==> src/rtl/decoder_nto2n_hs.sv <==
// decoder_nto2n_hs: binary-to-one-hot decoder, one registered stage, valid/ready on both sides.
// Optional self-test sweep of all codes is built only when DECODER_SWEEP_EN is defined.
module decoder_nto2n_hs #(
  parameter int IN_W  = 2,
  parameter int OUT_W = 4
) (
  input  logic             clk,
  input  logic             rst_n,
  input  logic             en,
  input  logic [IN_W-1:0]  din,
  input  logic             in_valid,
  output logic             in_ready,
  output logic [OUT_W-1:0] dout,
  output logic             out_valid,
  input  logic             out_ready,
  output logic             err,
  input  logic             sweep_start,
  output logic             sweep_busy
);
  localparam logic [0:0] IDLE  = 1'b0;
  localparam logic [0:0] SWEEP = 1'b1;

  logic [OUT_W-1:0] dout_q, dout_d;
  logic             err_q, err_d;
  logic             out_valid_q, out_valid_d;
  logic [0:0]       state;
  logic             load_ok;
  logic             accept;
  logic             sweep_load;
  logic [OUT_W-1:0] sweep_onehot;
  logic [OUT_W-1:0] dec_onehot;
  logic             dec_oor;

  // The output register can take a new result when empty or being drained this edge.
  assign load_ok  = !out_valid_q || out_ready;
  assign in_ready = load_ok && (state == IDLE);
  assign accept   = in_valid && in_ready;

  always_comb begin
    dec_oor = en && ({1'b0, din} >= (IN_W+1)'(OUT_W));
    for (int k = 0; k < OUT_W; k++) begin
      dec_onehot[k] = en && ({1'b0, din} == (IN_W+1)'(k));
    end
  end

`ifdef DECODER_SWEEP_EN
  localparam int CW = $clog2(OUT_W);

  logic [0:0]    state_q, state_d;
  logic          sweep_busy_q, sweep_busy_d;
  logic [CW-1:0] cnt_q, cnt_d;

  always_comb begin
    for (int k = 0; k < OUT_W; k++) begin
      sweep_onehot[k] = (cnt_q == CW'(k));
    end
  end

  always_comb begin
    state_d      = state_q;
    sweep_busy_d = sweep_busy_q;
    cnt_d        = cnt_q;
    sweep_load   = 1'b0;
    case (state_q)
      IDLE: begin
        if (sweep_start && in_ready) begin
          state_d      = SWEEP;
          sweep_busy_d = 1'b1;
          cnt_d        = '0;
        end
      end
      SWEEP: begin
        if (load_ok) begin
          sweep_load = 1'b1;
          if (cnt_q == CW'(OUT_W-1)) begin
            state_d      = IDLE;
            sweep_busy_d = 1'b0;
            cnt_d        = '0;
          end else begin
            cnt_d = cnt_q + 1'b1;
          end
        end
      end
      default: state_d = IDLE;
    endcase
  end

  always_ff @(posedge clk or negedge rst_n) begin
    if (!rst_n) begin
      state_q      <= IDLE;
      sweep_busy_q <= 1'b0;
      cnt_q        <= '0;
    end else begin
      state_q      <= state_d;
      sweep_busy_q <= sweep_busy_d;
      cnt_q        <= cnt_d;
    end
  end

  assign state      = state_q;
  assign sweep_busy = sweep_busy_q;
`else
  logic unused_sweep_start;

  assign unused_sweep_start = sweep_start;
  assign state              = IDLE;
  assign sweep_load         = 1'b0;
  assign sweep_onehot       = '0;
  assign sweep_busy         = 1'b0;
`endif

  always_comb begin
    dout_d      = dout_q;
    err_d       = err_q;
    out_valid_d = out_valid_q;
    if (accept) begin
      dout_d      = dec_onehot;
      err_d       = dec_oor;
      out_valid_d = 1'b1;
    end else if (sweep_load) begin
      dout_d      = sweep_onehot;
      err_d       = 1'b0;
      out_valid_d = 1'b1;
    end else if (out_valid_q && out_ready) begin
      out_valid_d = 1'b0;
    end
  end

  always_ff @(posedge clk or negedge rst_n) begin
    if (!rst_n) begin
      dout_q      <= '0;
      err_q       <= 1'b0;
      out_valid_q <= 1'b0;
    end else begin
      dout_q      <= dout_d;
      err_q       <= err_d;
      out_valid_q <= out_valid_d;
    end
  end

  assign dout      = dout_q;
  assign err       = err_q;
  assign out_valid = out_valid_q;
endmodule

==> config.mk <==
export PLATFORM = sky130hd
export DESIGN_NAME = decoder_nto2n_hs
export DESIGN_NICKNAME = d
export VERILOG_FILES = /design/src/rtl/decoder_nto2n_hs.sv
export SDC_FILE = /design/constraint.sdc
export NUM_CORES = 1
export LEC_CHECK = 0
export BUFFER_PORTS_ARGS = -buffer_cell sky130_fd_sc_hd__buf_2
export CORE_AREA = 2 2 39 41
export DETAILED_ROUTE_END_ITERATION = 8
export DIE_AREA = 0 0 41 43
export GPL_TIMING_DRIVEN = 1
export PLACE_DENSITY = 0.45
export RECOVER_POWER = 25
export SYNTH_ARGS = -nofsm -noshare
export SYNTH_HDL_FRONTEND = slang
export SYNTH_SLANG_ARGS = --single-unit
==> constraint.sdc <==
create_clock -name clk -period 2.97 [get_ports clk]
set_input_delay 0.297 -clock clk [delete_from_list [all_inputs] [get_ports clk]]
set_output_delay 0.297 -clock clk [all_outputs]
set_load 0.005 [all_outputs]
==> results of run 1 <==
[layout make-up]
cell class,count,area share (%)
timing repair buffer,13,18.6
clock buffer,4,7.09
sequential,5,33.8
tap,16,5.41
multi-input combinational,14,35.1
[kinds of logic (layout without fill, tap and decap cells)]
group,count (synthesis),in the layout,share of synthesized area [%]
multiplexers,4,4,22.5
other,1,2,1.41
flip-flops,5,5,46.9
buffers and inverters,2,17,5.63
AND/OR/NAND/NOR,8,8,23.5
[repair_timing]
item | CTS | global route
hold buffers | 1 | 0
endpoints found under the setup margin | 0 | 0
endpoints found under the hold margin | 5 | 0
[metrics by stage]
stage | setup slack, ns | total power [mW] | utilization [%] | cells | cell area, um2
6_report | 1.83 | 0.184 | 26.8 | 52 | 370
2_1_floorplan | 1.99 | 0.0955 | - | 21 | 270
5_1_grt | 1.80 | 0.194 | 26.8 | 52 | 370
3_3_place_gp | 1.91 | 0.107 | 24.2 | 47 | 335
4_1_cts | 1.82 | 0.187 | 26.9 | 52 | 372
3_5_place_dp | 1.91 | 0.108 | 24.2 | 47 | 335
[where the power goes]
part	switching, mW	internal [mW]	leakage (nW)
sequential	0.00324	0.0737	0.0646
combinational	0.0125	0.0181	0.131
clock	0.0255	0.0506	0.0150
[layer usage]
metal / global-route usage [%] / part of all wire (%) / vias to the layer above
li1: - / - / 93
met1: 7.77 / 43 / 83
met2: 7.19 / 37 / 14
met3: 0 / 11 / 4
met4: 12.0 / 8.1 / 0
met5: 0 / 0 / -
[cells in the mapped netlist]
cell type / instances
dfrtp_1: 5
mux2_4: 4
buf_4: 2
and3_1: 1
and3b_1: 1
conb_1: 1
nand2_1: 1
nand2_4: 1
nand2b_4: 1
nor2_1: 1
nor3b_1: 1
or2b_1: 1
[flip-flops by register name (all words and copies together) (netlist names)]
name,count
dout,4
out_valid,1
[path summary, 6_finish.rpt]
kind,to,slack [ns],depth (start not counted)
worst max-delay path,in_ready,1.83,2
max in group asynchronous,out_valid$_DFFE_PN0P_,2.32,2
worst max register to register,dout[3]$_DFFE_PN0P_,1.99,3
worst min register to register,dout[0]$_DFFE_PN0P_,0.50,1
worst min-delay path,out_valid$_DFFE_PN0P_,0.30,2
min in group asynchronous,dout[0]$_DFFE_PN0P_,0.44,2
[cell usage in the layout, fill, tap and decap left out, types with 2 or more instances in the layout]
cell type  synthesis  final
conb_1             1      2
buf_2              0     11
dfrtp_1            5      5
mux2_4             4      4
clkbuf_4           0      3
clkbuf_1           0      2
==> results_dict.tcl, run 1 <==
set metrics [dict create \
    run_status "finished clean" \
    ant_nets 0 \
    start_util_pct 19.3 \
    syn_area_um2 267 \
    finalSetupViolations 0 \
    cts-resized-gates 0 \
    die_x_um 41 \
    cts_tree "built" \
    post_synth.cell_area_avg_um2 13.3 \
    cts_made_buffers 3 \
    maxSlewViolCount 0 \
    rows 14 \
    grt_overflow 0 \
    whs_ns 0.299 \
    critPathMaxStageDelay_ns 0.40 \
    worstPathArrival_ns 0.84 \
    cts_setup_buffers 0 \
    clock_latency_ns 0.24 \
    routed_wl_um 494 \
    drive_gt1_share_pct 55.6 \
    crit_chain "nand2b_4 -> buf_2" \
    multi_input_area_um2 130 \
    syn_inst 20 \
    antenna_found_initial 0 \
    drc 0 \
    clockBufferDepth 2 \
    fin_worst_skew_ns 0.0000412 \
    grtUsageTotal_pct 6.54 \
    drt-wirelength-per-cell_um 9.50 \
    cts_max_level 1 \
    fmax_mhz 880 \
    startpoint_type "register" \
    clk_pin_slew_ns 0.04 \
    drt-initial-drc-count 0 \
    critPathTopFamily "flip-flops" \
    first_pass_iters 1 \
    dieArea_um2 1760 \
    maxCapViolCount 0 \
    register_area_um2 125 \
    synth_top_area_share_pct 46.9 \
    hold_viol 0 \
    clockRootBuffer "clkbuf_4" \
    routabilityCongestion 0.572 \
    num-nets-final 45 \
    yosysWarnings 0 \
    fin_crit_ns 1.14 \
    max-vdd-ir-drop_mv 0.108 \
    r2r_start "out_valid$_DFFE_PN0P_" \
    yosysSeqAreaShare_pct 46.9 \
    port_buffers 12 \
    grt_max_degree 6 \
    rsz0062_at_grt "false" \
    die_y_um 43 \
    viasPerCell 3.73 \
    synthToLayoutAreaGrowth_pct 39.0 \
    cp_slowest_cell "dfrtp_1" \
    grt_first_pass_wirelength_um 690 \
    core_um2 1380 \
    clkSinkCount 5 \
    setup_tns_ns 0 \
    grt_pass1_vias 171 \
    hp-class "input port to register" \
    via_count 194 \
    synthDistinctLibCells 12 \
    path_max_fanout 3 \
    synth_top_cell_by_area "dfrtp_1" \
    cp-end-kind "primary output" \
    crit_start "out_valid$_DFFE_PN0P_" \
    synth_area_leaders "dfrtp_1 (47%), mux2_4 (23%), buf_4 (5.6%), nand2b_4 (5.2%), nand2_4 (4.2%)" \
    synth_seq_cells 5 \
    antenna_cells 0 \
    hp-start "in_valid" \
    worst-path-buf-inv 1 \
    crit_required_ns 2.67 \
    ios 16 \
    worstSetupPathType "register to primary output" \
    period_share_pct 38.3 \
    power.density_nw_per_um2 496 \
    num-fill-cells 156 \
    p_leak_nw 0.210 \
]
(Power assumes the default switching activity.)
==> run 2: changes to the inputs <==
--- a/config.mk
+++ b/config.mk
@@ -5,6 +5,7 @@
 export SDC_FILE = /design/constraint.sdc
 export NUM_CORES = 1
 export LEC_CHECK = 0
+export ABC_AREA = 1
 export BUFFER_PORTS_ARGS = -buffer_cell sky130_fd_sc_hd__buf_2
 export CORE_AREA = 2 2 39 41
 export DETAILED_ROUTE_END_ITERATION = 8
==> constraint.sdc (replaced) <==
create_clock -name clk -period 1.03 [get_ports clk]
set_input_delay 0.103 -clock clk [delete_from_list [all_inputs] [get_ports clk]]
set_output_delay 0.103 -clock clk [all_outputs]
set_load 0.005 [all_outputs]
==> results_dict.tcl, run 2 <==
set metrics [dict create \
    ff2ff_path_depth 4 \
    fin_util_pct 25.5 \
    viasPerCell 3.62 \
    clock_latency_ns 0.24 \
    clockBufferDepth 2 \
    worst-path-buf-inv 1 \
    p_leak_nw 0.216 \
    rsz0062_at_grt "false" \
    holdPathStages 3 \
    finalSetupViolations 0 \
    synthFlopType "dfrtp_1" \
    rows 14 \
    cts_max_level 1 \
    grt_overflow 0 \
    max-vdd-ir-drop_mv 0.446 \
    cts-resized-gates 0 \
    maxCapViolCount 0 \
    die_y_um 43 \
    cts_tree "built" \
    layout_commonest_cell "nand2_1" \
    power.density_nw_per_um2 1490 \
    num-fill-cells 162 \
    synth_area_leaders "dfrtp_1 (50%), nand2_1 (24%), buf_4 (6.0%), inv_1 (6.0%), nor2_1 (6.0%)" \
    largest_reg_flops 4 \
    drive_gt1_share_pct 32.0 \
    grt_max_degree 6 \
    first_pass_iters 2 \
    grtUsageTotal_pct 7.57 \
    async_reset_ff_share_pct 100 \
    start_util_pct 18.0 \
    antenna_cells 0 \
    port_buffers 12 \
    fmax_mhz 1050 \
    hold_end "out_valid$_DFFE_PN0P_" \
    clockRootBuffer "clkbuf_4" \
    synth_top_cell_by_area "dfrtp_1" \
    crit_start "out_valid$_DFFE_PN0P_" \
    synth_seq_cells 5 \
    reg2reg_to "dout[1]$_DFFE_PN0P_" \
    ant_nets 0 \
    yosysSeqAreaShare_pct 50.3 \
    maxSlewViolCount 0 \
    antenna_found_initial 0 \
    hp-class "input port to register" \
    dpl.hpwl_um 412 \
    fin_worst_skew_ns 0.000716 \
    multi_input_area_um2 97.6 \
    reg2reg_slack_ns 0.18 \
    die_x_um 41 \
    layout_common_cells "nand2_1 (16), buf_2 (11), dfrtp_1 (5), inv_1 (4), nor2_1 (4)" \
    yosysMostFrequentCell "nand2_1" \
    fin_crit_ns 0.950 \
    ios 16 \
    drt-initial-drc-count 1 \
    run_status "finished clean" \
    synth-edff-count 0 \
    worstPathArrival_ns 0.85 \
    cts_made_buffers 3 \
    routabilityCongestion 0.704 \
    synth_top_area_share_pct 50.3 \
    yosysWarnings 0 \
    period_share_pct 92.3 \
    syn_area_um2 249 \
    num-nets-final 59 \
    final_cells 66 \
    met1_length_um 277 \
    dr_wl_met2_um 175 \
    synthDistinctLibCells 8 \
    worstSetupPathType "register to primary output" \
    post_synth.cell_area_avg_um2 7.32 \
    setup_tns_ns 0 \
    synthToLayoutAreaGrowth_pct 41.7 \
    placed_cells 61 \
    critPathTopFamily "flip-flops" \
    grt_pass1_vias 206 \
    met3WireLength_um 63 \
    cp-end-kind "primary output" \
    drc 0 \
    via_count 239 \
    r2r_start "out_valid$_DFFE_PN0P_" \
    clk_pin_slew_ns 0.04 \
    startpoint_type "register" \
    crit_chain "nand2_2 -> buf_2" \
    drt-wirelength-per-cell_um 8.18 \
    register_area_um2 125 \
    hold_viol 0 \
    synth_common_cells "nand2_1 (16), dfrtp_1 (5), inv_1 (4), nor2_1 (4), buf_4 (2)" \
    clkSinkCount 5 \
    syn_inst 34 \
    hp-start "in_valid" \
    dr.max_layer_used "met4" \
    critPathMaxStageDelay_ns 0.40 \
    core_um2 1380 \
    cp_slowest_cell "dfrtp_1" \
    path_max_fanout 3 \
    grt_first_pass_wirelength_um 800 \
    routed_wl_um 540 \
    finalPower_uw 525 \
    dieArea_um2 1760 \
    crit_required_ns 0.93 \
]
run 2: changes by cell type after synthesis, moves of 3 or more:
cell and change:
inv_1 +4, mux2_4 -4, nand2_1 +15, nor2_1 +3
run 2: worst register-to-register path: stages, from the launching register on:
cell and delay [ns]:
dfrtp_1 0.40, nand2_2 0.09, nand2_1 0.11, nand2_1 0.08, nand2_1 0.05
run 2: repair_timing:
action | CTS | global route
hold buffers | 1 | 0
hold endpoints to repair | 5 | 0
setup buffers | 0 | 0
run 2: cell families (layout without fill, tap and decap cells):
group	after synthesis	in the layout	share of synthesized area, %
buf+inv	6	21	12.1
flops	5	5	50.3
compound gates	1	1	3.52
simple gates	21	21	32.7
other cells	1	2	1.51
run 2: power breakdown:
part           internal (mW)  switching, mW
clock network          0.147         0.0860
registers              0.211        0.00825
logic                 0.0328         0.0400
total                  0.391          0.134
run 2: how the worst max path moves through the flow:
| stage | end | slack [ns] | cells past startpoint |
|---|---|---|---|
| after CTS | in_ready | 0.07 | 2 |
| after global routing | in_ready | 0.05 | 2 |
| after floorplan | dout[1]$_DFFE_PN0P_ | 0.23 | 4 |
| after detailed placement | dout[1]$_DFFE_PN0P_ | 0.19 | 4 |
| final | in_ready | 0.08 | 2 |
| after global placement | dout[3]$_DFFE_PN0P_ | 0.19 | 4 |
run 2: final cells by class:
type / count / area share, %
Inverter: 4 / 4.26
Multi-Input combinational cell: 24 / 27.7
Tap cell: 16 / 5.67
Clock buffer: 4 / 7.45
Timing Repair Buffer: 13 / 19.5
Sequential cell: 5 / 35.5
run 2: layer usage:
layer  GRT usage [%]  vias to the layer above
li1                -                      127
met1            8.82                       94
met2            7.81                       14
met3            4.19                        4
met4            10.0                        0
met5               0                        -
run 2: per-stage QoR:
step | area, um2 | hold slack, ns | worst slack [ns]
finish | 353 | 0.0903 | 0.0796
global route | 353 | 0.0994 | 0.0478
floorplan | 253 | -0.193 | 0.230
detailed placement | 318 | -0.0720 | 0.186
CTS | 354 | 0.0824 | 0.0686
global placement | 318 | -0.0725 | 0.186
